<file path="src/rtl/piso_serializer.sv">
// ---------------------------------------------------------------------------
// piso_serializer
//   Parallel-in serial-out transmitter. A WIDTH-bit word is accepted through a
//   valid/ready handshake and shifted out one bit per shift_en tick. A
//   one-cycle done pulse follows the consumption of the last bit of a frame.
//
// Ports
//   clk         in   1      system clock, rising edge
//   sync_rst    in   1      synchronous reset, active high
//   load_valid  in   1      source offers data_in
//   load_ready  out  1      block can accept a word (IDLE only)
//   data_in     in   WIDTH  parallel word, sampled only on accept
//   shift_en    in   1      bit-rate tick; consumes the current bit
//   ser_out     out  1      serial data, registered
//   ser_valid   out  1      ser_out carries a frame bit
//   busy        out  1      frame in progress; this is the FSM state
//                           (high exactly when state == SHIFT)
//   done        out  1      one-cycle pulse after the last bit is consumed
//
// Handshake: a word transfers on a rising edge where load_valid and
// load_ready are both high. load_ready does not depend on load_valid, and a
// source may hold load_valid high across any number of cycles; nothing is
// captured while load_ready is low.
// ---------------------------------------------------------------------------
module piso_serializer #(
    parameter int   WIDTH      = 8,
    parameter bit   MSB_FIRST  = 1'b1,
    parameter logic IDLE_LEVEL = 1'b1
) (
    input  logic             clk,
    input  logic             sync_rst,
    input  logic             load_valid,
    output logic             load_ready,
    input  logic [WIDTH-1:0] data_in,
    input  logic             shift_en,
    output logic             ser_out,
    output logic             ser_valid,
    output logic             busy,
    output logic             done
);

    localparam int CNT_W = $clog2(WIDTH);
    localparam logic [CNT_W-1:0] LAST_CNT = CNT_W'(WIDTH - 1);

    typedef enum logic {
        IDLE  = 1'b0,
        SHIFT = 1'b1
    } state_t;

    state_t             state_q, state_d;
    logic [WIDTH-1:0]   shreg_q, shreg_d;
    logic [CNT_W-1:0]   cnt_q, cnt_d;
    logic               ser_q, ser_d;
    logic               done_q, done_d;
    logic               accept;

    // The bit presented on the line is always the "front" of the shift
    // register, so the same selection serves both load and shift.
    function automatic logic front_bit(input logic [WIDTH-1:0] word);
        return MSB_FIRST ? word[WIDTH-1] : word[0];
    endfunction

    assign load_ready = (state_q == IDLE);
    assign accept     = load_valid && load_ready;

    always_comb begin
        state_d = state_q;
        shreg_d = shreg_q;
        cnt_d   = cnt_q;
        ser_d   = ser_q;
        done_d  = 1'b0;

        case (state_q)
            IDLE: begin
                ser_d = IDLE_LEVEL;
                if (accept) begin
                    state_d = SHIFT;
                    shreg_d = data_in;
                    cnt_d   = '0;
                    ser_d   = front_bit(data_in);
                end
            end
            SHIFT: begin
                if (shift_en) begin
                    if (cnt_q == LAST_CNT) begin
                        // Last bit consumed: the line returns to idle in the
                        // same cycle that done pulses, so a new word can be
                        // accepted right away.
                        state_d = IDLE;
                        cnt_d   = '0;
                        ser_d   = IDLE_LEVEL;
                        done_d  = 1'b1;
                    end else begin
                        if (MSB_FIRST) begin
                            shreg_d = {shreg_q[WIDTH-2:0], 1'b0};
                        end else begin
                            shreg_d = {1'b0, shreg_q[WIDTH-1:1]};
                        end
                        cnt_d = cnt_q + 1'b1;
                        ser_d = front_bit(shreg_d);
                    end
                end
            end
            default: begin
                state_d = IDLE;
                ser_d   = IDLE_LEVEL;
            end
        endcase
    end

    always_ff @(posedge clk) begin
        if (sync_rst) begin
            state_q <= IDLE;
            shreg_q <= '0;
            cnt_q   <= '0;
            ser_q   <= IDLE_LEVEL;
            done_q  <= 1'b0;
        end else begin
            state_q <= state_d;
            shreg_q <= shreg_d;
            cnt_q   <= cnt_d;
            ser_q   <= ser_d;
            done_q  <= done_d;
        end
    end

    assign ser_out   = ser_q;
    assign ser_valid = (state_q == SHIFT);
    assign busy      = (state_q == SHIFT);
    assign done      = done_q;

endmodule

</file>
<file path="config.mk">
export PLATFORM = sky130hd
export DESIGN_NAME = piso_serializer
export DESIGN_NICKNAME = d
export VERILOG_FILES = /design/src/rtl/piso_serializer.sv
export SDC_FILE = /design/constraint.sdc
export NUM_CORES = 1
export LEC_CHECK = 0
export CAP_MARGIN = 20
export CORE_MARGIN = 2
export CORE_UTILIZATION = 41
export CTS_CLUSTER_SIZE = 40
export DETAILED_ROUTE_END_ITERATION = 10
export GPL_ROUTABILITY_DRIVEN = 0
export GPL_TIMING_DRIVEN = 0
export PLACE_DENSITY = 0.72
export SLEW_MARGIN = 10
export SYNTH_ARGS = -nofsm -noshare
export SYNTH_HDL_FRONTEND = slang
export SYNTH_SLANG_ARGS = --single-unit
</file>
<file path="constraint.sdc">
create_clock -name clk -period 1.2 [get_ports clk]
set_input_delay 0.24 -clock clk [delete_from_list [all_inputs] [get_ports clk]]
set_output_delay 0.24 -clock clk [all_outputs]
set_load 0.02 [all_outputs]
</file>
==> results of run 1 <==
## worst min-delay path by stage
stage	endpoint	cells past startpoint	slack, ns
floorplan	shreg_q[2]	1	0.30
global placement	shreg_q[0]	2	0.47
global route	shreg_q[0]	2	0.51
CTS	shreg_q[0]	2	0.50
detailed placement	shreg_q[0]	2	0.47
finish	shreg_q[0]	2	0.50
## layout make-up
type	count	area, um^2
timing repair buffer	21	201
clock buffer	3	22.5
clock inverter	1	5.00
sequential	13	264
fill	125	564
inverter	2	7.51
tap	16	20.0
multi-input combinational	43	352
buffer	4	35.0
## layer usage
| metal | vias to the layer above | global-route usage | wire, um |
|---|---|---|---|
| li1 | 274 | - | - |
| met1 | 275 | 0.199 | 644 |
| met2 | 16 | 0.275 | 673 |
| met3 | 2 | 0.0333 | 79 |
| met4 | 0 | 0.0545 | 13 |
| met5 | - | 0 | 0 |
## Yosys cell counts (all sizes together)
| cell | instances | area (um^2) |
|---|---|---|
| a21oi | 9 | 67.6 |
| a22oi | 6 | 75.1 |
| a32oi | 2 | 17.5 |
| and3b | 1 | 8.76 |
| buf | 4 | 35.0 |
| clkbuf | 1 | 7.51 |
| dfxtp | 13 | 260 |
| ha | 2 | 25.0 |
| inv | 2 | 7.51 |
| mux2i | 2 | 20.0 |
| nand2 | 1 | 3.75 |
| nand3 | 8 | 40.0 |
| nand3b | 1 | 7.51 |
| nor2 | 6 | 22.5 |
| nor2b | 1 | 6.26 |
| nor3b | 1 | 7.51 |
| o21ai | 1 | 5.00 |
| or2b | 1 | 11.3 |
| or3 | 1 | 6.26 |
## power breakdown
part | switching, mW | internal (mW) | total, mW | leakage [nW]
clock network | 0.141 | 0.123 | 0.264 | 0.0177
logic | 0.0931 | 0.113 | 0.206 | 0.214
registers | 0.0164 | 0.454 | 0.470 | 0.108
## what timing repair did
action | 4_1_cts | 5_1_grt
resized for setup | 17 | 6
pin swaps | 14 | 4
endpoints found under the hold margin | 0 | 0
setup endpoints to repair | 14 | 14
setup buffers | 2 | 3
## critical path, delay by kind of cell (launching register included)
kind / cells / cell delay, ns
AOI/OAI and AO/OA: 1 / 0.06
and+or+nand+nor: 2 / 0.51
adders and majority gates: 2 / 0.32
DFF: 1 / 0.35
## through the flow
step / TNS [ns] / hold WS [ns] / cells / worst slack (ns)
2_1_floorplan: -0.0251 / 0.302 / 63 / -0.0216
3_3_place_gp: -3.37 / 0.465 / 95 / -0.302
3_5_place_dp: -3.46 / 0.473 / 95 / -0.314
4_1_cts: -0.931 / 0.503 / 100 / -0.120
5_1_grt: -1.40 / 0.513 / 103 / -0.167
6_report: -1.12 / 0.501 / 103 / -0.154
## flip-flops by register name (all words and copies together), names as in the netlist
signal,cells
done,1
cnt_q,3
busy,1
ser_out,1
shreg_q,7
## logic make-up after synthesis
group / count (synthesis) / share of synthesized area
adder cells (fa/ha/maj): 2 / 0.0394
multiplexers: 2 / 0.0316
buffers and inverters: 7 / 0.0789
AO/OA/AOI/OAI: 18 / 0.260
flip-flops: 13 / 0.410
AND/OR/NAND/NOR: 21 / 0.180
## layout by cell type, fill, tap and decap left out
master / synthesis / final
a21oi_1: 3 / 3
a21oi_2: 6 / 6
a22oi_2: 6 / 6
a32oi_1: 2 / 2
and3b_1: 1 / 1
buf_2: 1 / 1
buf_4: 1 / 3
buf_6: 2 / 6
clkbuf_2: 0 / 1
clkbuf_4: 1 / 4
clkdlybuf4s15_1: 0 / 1
clkdlybuf4s50_1: 0 / 11
clkinv_2: 0 / 1
dfxtp_1: 13 / 10
dfxtp_2: 0 / 3
dlygate4sd2_1: 0 / 1
ha_4: 0 / 2
inv_1: 2 / 2
mux2i_1: 2 / 2
nand2_1: 1 / 1
nand3_1: 8 / 8
nand3b_1: 1 / 1
nor2_1: 6 / 5
nor2_2: 0 / 1
nor2b_1: 1 / 1
nor3b_1: 1 / 1
o21ai_1: 0 / 1
or2b_4: 1 / 1
or3_1: 1 / 1
==> results.tsv, run 1 <==
stage	metric	value	unit
sta	Least-Margin Pin Slew	0.331	ns
clock_tree	H-tree levels	1	
sta	clock skew	0.00774	ns
drt	vias per cell	5.50	
sta	Final period util	1.13	
power	power per cell area	1040	nW/um^2
grt	first-pass GRT wire length	2.24	mm
floorplanning	I/O pins	17	
clock_tree	Skew-Pair Late Insertion Delay	0.27	ns
grt	GRT Overall Usage	0.160	
placement	post-DP HPWL	968	um
sta	post-route setup slack	-0.154	ns
grt	initial antenna violation count	0	
clock_tree	CTS root buf	clkbuf_4	
clock_tree	clock sink count	13	
sta	final-report setup violation count	9	
cells_and_area	Layout area overhead	43.0	%
clock_tree	TritonCTS Buffers	3	
drt	drt total wl	1.41	mm
sta	RSZ-0062 raised after global routing	yes	
cells_and_area	Final Util	0.616	
clock_tree	Hold-fix buffers, CTS	0	
outcome	status	complete, but fails checks	
sta	Peak Freq	739	MHz
floorplanning	Die ar.	1880	um^2
floorplanning	core outline area	1470	um^2
placement	input/output buffers	16	
yosys	cell area after synthesis	634	um^2
setup_path	crit path kind	register to register	
sta	Final Hold Viols	0	
setup_path	Critical Path AT	1.51	ns
yosys	Mapped Cells	63	
drt	DRC Markers	0	
setup_path	WP data required	1.35	ns
floorplanning	die width	43.3	um
yosys	Yosys Warn Count	0	
setup_path	Max stage delay on crit path	0.35	ns
outcome	failing checks	setup timing	
yosys	syn_area_per_cell	10.1	um^2
grt	vias in the first global route	510	
floorplanning	Initial Util	0.431	
grt	GRT overflow	0	
setup_path	CP endpoint kind	register	
yosys	Yosys cell types	22	
cells_and_area	Finished Cell Area	907	um^2
power	Pwr Total	0.941	mW
drt	DR iter-0 viols	13	
setup_path	slowest CP cell	dfxtp_2	
setup_path	origin of the critical flop-to-flop path	cnt_q[1]	
power	worst vdd ir	0.768	mV
clock_tree	clk buf depth	2	
setup_path	r2r setup slk	-0.15	ns
yosys	syn_nets	77	
floorplanning	row count	14	
floorplanning	die height	43.3	um
setup_path	crit path capture	shreg_q[5]	
drt	Routed WL per cell	13.7	um
job	max cap viols	0	
setup_path	launch point of the worst path	cnt_q[1]	
setup_path	most frequent CP cell	ha_4	
drt	drt pass-1 iters	4	
yosys	post-synthesis sequential area ratio	0.410	
clock_tree	CTS clk-pin slew, worst paths	0.09	ns
placement	DP Area	842	um^2
setup_path	Max FO, Critical Path	7	
drt	vias	567	
setup_path	critical-path cell list	ha_4, ha_4, nand3b_1, nand3_1, a21oi_2	
sta	post-route minimum period	1.35	ns
cells_and_area	Layout Nets	102	
cells_and_area	share of cells above drive strength 1	0.402	
cells_and_area	number of diodes	0	
clock_tree	CTS tree	built	
power	leakage	0.340	nW
sta	Slew Viols, Final	0	
grt	pin count of the biggest net entering global routing	11	
setup_path	FF-to-FF End	shreg_q[5]	
setup_path	reg2reg path depth	5	
min_path	Hold Crit Start	shreg_q[0]	
setup_path	CP Launch Type	register	
sta	Max-slew headroom	0.779	
drt	ANT nets after route	0	
min_path	Hold Crit Class	register to register	
yosys	Seq cells post-synth	13	
Power figures use the tool's default switching activity.
==> run 2, diff against run 1 <==
CORE_UTILIZATION = 45   (was 41)
DONT_BUFFER_PORTS = 1   (was not set)
PLACE_DENSITY = not set   (was 0.72)
==> results.tsv, run 2 (same netlist as run 1, synthesis figures left out) <==
stage	metric	value	unit
outcome	status	complete, but fails checks	
outcome	failing checks	setup timing	
setup_path	Max FO, Critical Path	7	
cells_and_area	max FFs per register	7	
power	leakage	0.265	nW
sta	Max-slew headroom	0.837	
floorplanning	I/O pins	17	
sta	post-route setup slack	-0.0551	ns
placement	input/output buffers	0	
power	power per cell area	1150	nW/um^2
drt	DR iter-0 viols	5	
power	worst vdd ir	0.672	mV
drt	Routed WL per cell	14.6	um
grt	pin count of the biggest net entering global routing	11	
clock_tree	clock sink count	13	
power	Reg power frac	0.537	
power	combinational power share	0.155	
power	clock share of power	0.308	
grt	GRT overflow	0	
floorplanning	Initial Util	0.487	
drt	WL met1	625	um
clock_tree	CTS tree	built	
sta	final-report setup violation count	8	
drt	ANT nets after route	0	
drt	met2 wire len	577	um
clock_tree	Skew-Pair Late Insertion Delay	0.27	ns
sta	Least-Margin Pin Slew	0.240	ns
cells_and_area	Largest regs	shreg_q x7, cnt_q x3	
drt	drt pass-1 iters	2	
setup_path	WP data required	1.37	ns
setup_path	CP endpoint kind	register	
setup_path	CP Launch Type	register	
clock_tree	TritonCTS Buffers	3	
floorplanning	row count	13	
placement	post-DP HPWL	857	um
power	Sw Share	0.270	
cells_and_area	Layout Nets	86	
drt	top layer in use	met4	
drt	drt total wl	1.26	mm
sta	post-route minimum period	1.26	ns
cells_and_area	Biggest register	shreg_q	
floorplanning	die height	41.5	um
sta	Final Hold Viols	0	
clock_tree	CTS root buf	clkbuf_4	
cells_and_area	commonest cells after routing, fill and taps aside	dfxtp_1, a22oi_2, a21oi_2, nor2_1, nand3_2	
grt	initial antenna violation count	0	
power	Pwr Total	0.888	mW
power	net load switching power	0.240	mW
drt	DRC Markers	0	
job	max cap viols	0	
floorplanning	core outline area	1300	um^2
setup_path	crit path kind	register to register	
setup_path	Critical Path AT	1.42	ns
sta	Final period util	1.05	
cells_and_area	Layout area overhead	22.3	%
grt	first-pass GRT wire length	2.04	mm
floorplanning	die width	41.5	um
drt	vias	487	
power	Internal Power	0.649	mW
cells_and_area	share of cells above drive strength 1	0.507	
drt	met3 WL	44	um
sta	RSZ-0062 raised after global routing	yes	
clock_tree	CTS clk-pin slew, worst paths	0.08	ns
floorplanning	Die ar.	1730	um^2
min_path	Hold Crit Class	primary input to register	
sta	Slew Viols, Final	0	
drt	vias per cell	5.66	
grt	GRT Overall Usage	0.155	
cells_and_area	number of diodes	0	
clock_tree	H-tree levels	1	
sta	clock skew	0.00326	ns
grt	vias in the first global route	460	
cells_and_area	commonest non-fill, non-tap cell in the layout	dfxtp_1	
sta	Peak Freq	797	MHz
clock_tree	clk buf depth	2	
sta	Fin Hold WS	0.0242	ns
==> run 2: power groups by stage <==
stage                     registers, mW  logic [mW]  clock network (mW)
after floorplan                   0.482       0.103                   0
after global placement            0.486       0.118                   0
after detailed placement          0.486       0.120                   0
after CTS                         0.476       0.124               0.283
after global routing              0.481       0.148               0.298
final                             0.477       0.138               0.273
==> run 2: worst paths after layout <==
kind	from	end	slack, ns	cells past startpoint
setup / recovery	cnt_q[0]	shreg_q[6]	-0.06	6
hold / removal	sync_rst	busy	0.02	1
setup reg to reg	cnt_q[0]	shreg_q[6]	-0.06	6
hold reg to reg	shreg_q[5]	shreg_q[5]	0.48	2
==> run 2: metrics by stage <==
stage                     instances  utilization  setup WS [ns]  cell area, um^2  setup TNS (ns)
after floorplan                  63            -        -0.0216              662         -0.0251
after global placement           78        0.523         -0.117              681          -0.987
after detailed placement         78        0.523         -0.117              681           -1.08
after CTS                        84        0.558        -0.0842              726          -0.623
after global routing             86        0.596         -0.112              776          -0.781
final                            86        0.596        -0.0551              776          -0.289
==> run 2: routing by layer <==
metal,vias to the layer above,GRT usage
met1,229,0.202
li1,246,-
met5,-,0
met4,0,0.116
met3,2,0.0391
met2,10,0.219
==> run 2: cell type report <==
cell class / instances / area, um^2
plain buffers: 5 / 42.5
clock buffers: 4 / 26.3
fillers: 121 / 526
inverters: 2 / 7.51
multi-input cells: 43 / 378
flip-flops and latches: 13 / 267
well taps: 15 / 18.8
repair buffers: 4 / 36.3
==> run 2: repair_timing <==
action | CTS | global route
hold buffers | 0 | 1
pin swaps | 15 | 5
setup buffers | 2 | 1
endpoints found under the hold margin | 0 | 1
endpoints found under the setup margin | 13 | 10
gates resized for setup | 3 | 7
==> run 2: worst max-delay path, cell delays in order, from the launching register on <==
cell,delay [ns]
dfxtp_2,0.36
ha_4,0.14
ha_4,0.12
and3b_1,0.18
buf_6,0.14
a22oi_2,0.15
a21oi_2,0.06
==> run 3, diff against run 2 <==
CORE_UTILIZATION = 35   (was 45)
==> results.tsv, run 3 (same netlist as run 1, synthesis figures left out) <==
stage	metric	value	unit
clock_tree	clk buf depth	2	
sta	final-report setup violation count	8	
clock_tree	TritonCTS Buffers	3	
outcome	status	complete, but fails checks	
grt	met2 usage	0.206	
cells_and_area	Layout Nets	85	
setup_path	slowest CP cell	dfxtp_2	
cells_and_area	max FFs per register	7	
grt	busiest grt layer	met2	
cells_and_area	Biggest register	shreg_q	
power	Internal Power	0.643	mW
floorplanning	I/O pins	17	
sta	Max-slew headroom	0.835	
cells_and_area	Final Util	0.451	
cells_and_area	number of diodes	0	
floorplanning	row count	15	
sta	RSZ-0062 raised after global routing	yes	
grt	met3 GRT Util	0.0667	
floorplanning	die width	46.6	um
grt	GRT Overall Usage	0.136	
drt	vias	501	
drt	vias per cell	5.27	
setup_path	Critical Path AT	1.44	ns
sta	Final period util	1.06	
clock_tree	CTS clk-pin slew, worst paths	0.08	ns
setup_path	Max FO, Critical Path	7	
floorplanning	die height	46.6	um
sta	Slew Viols, Final	0	
cells_and_area	Largest regs	shreg_q x7, cnt_q x3	
drt	DR iter-0 viols	2	
clock_tree	CTS tree	built	
power	clock share of power	0.309	
job	max cap viols	0	
grt	vias in the first global route	459	
power	Sw Share	0.273	
min_path	Hold Crit Class	primary input to register	
power	worst vdd ir	0.568	mV
outcome	failing checks	setup timing	
setup_path	buffers and inverters on the worst path	1	
setup_path	CP endpoint kind	register	
setup_path	Max stage delay on crit path	0.36	ns
clock_tree	CTS root buf	clkbuf_4	
floorplanning	core outline area	1710	um^2
cells_and_area	share of cells above drive strength 1	0.486	
floorplanning	Initial Util	0.371	
sta	Least-Margin Pin Slew	0.243	ns
cells_and_area	Layout area overhead	21.3	%
drt	Routed WL per cell	13.3	um
placement	post-DP HPWL	868	um
drt	DRC Markers	0	
drt	drt total wl	1.27	mm
floorplanning	Die ar.	2170	um^2
cells_and_area	post-route insts no fill	95	
setup_path	CP Launch Type	register	
sta	post-route minimum period	1.27	ns
grt	routing usage on met1	0.166	
setup_path	Top Family by Delay on Critical Path	flip-flops	
cells_and_area	commonest cells after routing, fill and taps aside	dfxtp_1, a22oi_2, a21oi_2, nand3_1, nor2_1	
clock_tree	Skew-Pair Late Insertion Delay	0.27	ns
power	Reg power frac	0.539	
placement	cell count after placement	88	
clock_tree	clock sink count	13	
grt	initial antenna violation count	0	
setup_path	crit path kind	register to register	
power	net load switching power	0.241	mW
clock_tree	H-tree levels	1	
drt	drt pass-1 iters	4	
sta	post-route setup slack	-0.0680	ns
setup_path	most frequent CP cell	ha_4	
sta	Peak Freq	789	MHz
sta	clock skew	0.00207	ns
grt	first-pass GRT wire length	2.01	mm
setup_path	critical-path cell list	ha_4, ha_4, and3b_1, buf_6, a22oi_2, a21oi_2	
cells_and_area	commonest non-fill, non-tap cell in the layout	dfxtp_1	
placement	input/output buffers	0	
setup_path	WP data required	1.37	ns
power	combinational power share	0.152	
sta	Final Hold Viols	0	
grt	pin count of the biggest net entering global routing	11	
drt	ANT nets after route	0	
power	leakage	0.260	nW
grt	GRT overflow	0	
power	power per cell area	1150	nW/um^2
## run 3: cell types whose count changed in the layout (fill, tap and decap cells not counted), sizes merged
cell    change
clkinv      +1
buf         -1
clkbuf      -1
## run 3: power groups by stage
stage	registers, mW	clock network, mW	logic (mW)
6_report	0.476	0.273	0.135
5_1_grt	0.479	0.311	0.149
4_1_cts	0.476	0.291	0.124
3_5_place_dp	0.486	0	0.119
3_3_place_gp	0.486	0	0.118
2_1_floorplan	0.482	0	0.103
## run 3: worst paths after layout
| path | cells after the start | from | slack [ns] | end |
|---|---|---|---|---|
| worst max-delay path | 6 | cnt_q[0] | -0.07 | shreg_q[3] |
| worst min-delay path | 1 | sync_rst | 0.02 | busy |
| worst max register to register | 6 | cnt_q[0] | -0.07 | shreg_q[3] |
| worst min register to register | 2 | shreg_q[0] | 0.50 | shreg_q[0] |
## run 3: stage by stage
stage                     setup TNS [ns]  total power, mW  area (um^2)  hold slack, ns  setup slack [ns]
final                             -0.434            0.884          769          0.0186           -0.0680
after global routing              -0.946            0.939          769         0.00315            -0.133
after CTS                         -0.686            0.891          732         0.00457           -0.0888
after detailed placement          -0.900            0.605          693           0.305            -0.102
after global placement            -0.912            0.604          693           0.303            -0.113
after floorplan                  -0.0251            0.586          662           0.302           -0.0216
## run 3: layer usage
layer / routed length, um / vias to the layer above
li1: - / 243
met4: 13 / 0
met2: 530 / 16
met3: 76 / 2
met5: 0 / -
met1: 648 / 240
## run 3: repair_timing
action,in CTS,in global routing
gates resized for setup,3,5
endpoints found under the setup margin,13,10
pin swaps,16,5
hold buffers,0,1
buffers inserted,1,1
endpoints found under the hold margin,0,1
## run 3: cell type report
class	instances	area, um^2
fillers	175	938
multi-input cells	43	365
flip-flops and latches	13	267
plain buffers	5	42.5
well taps	25	31.3
repair buffers	3	28.8
clock buffers	3	22.5
inverters	2	7.51
clock inverters	1	5.00
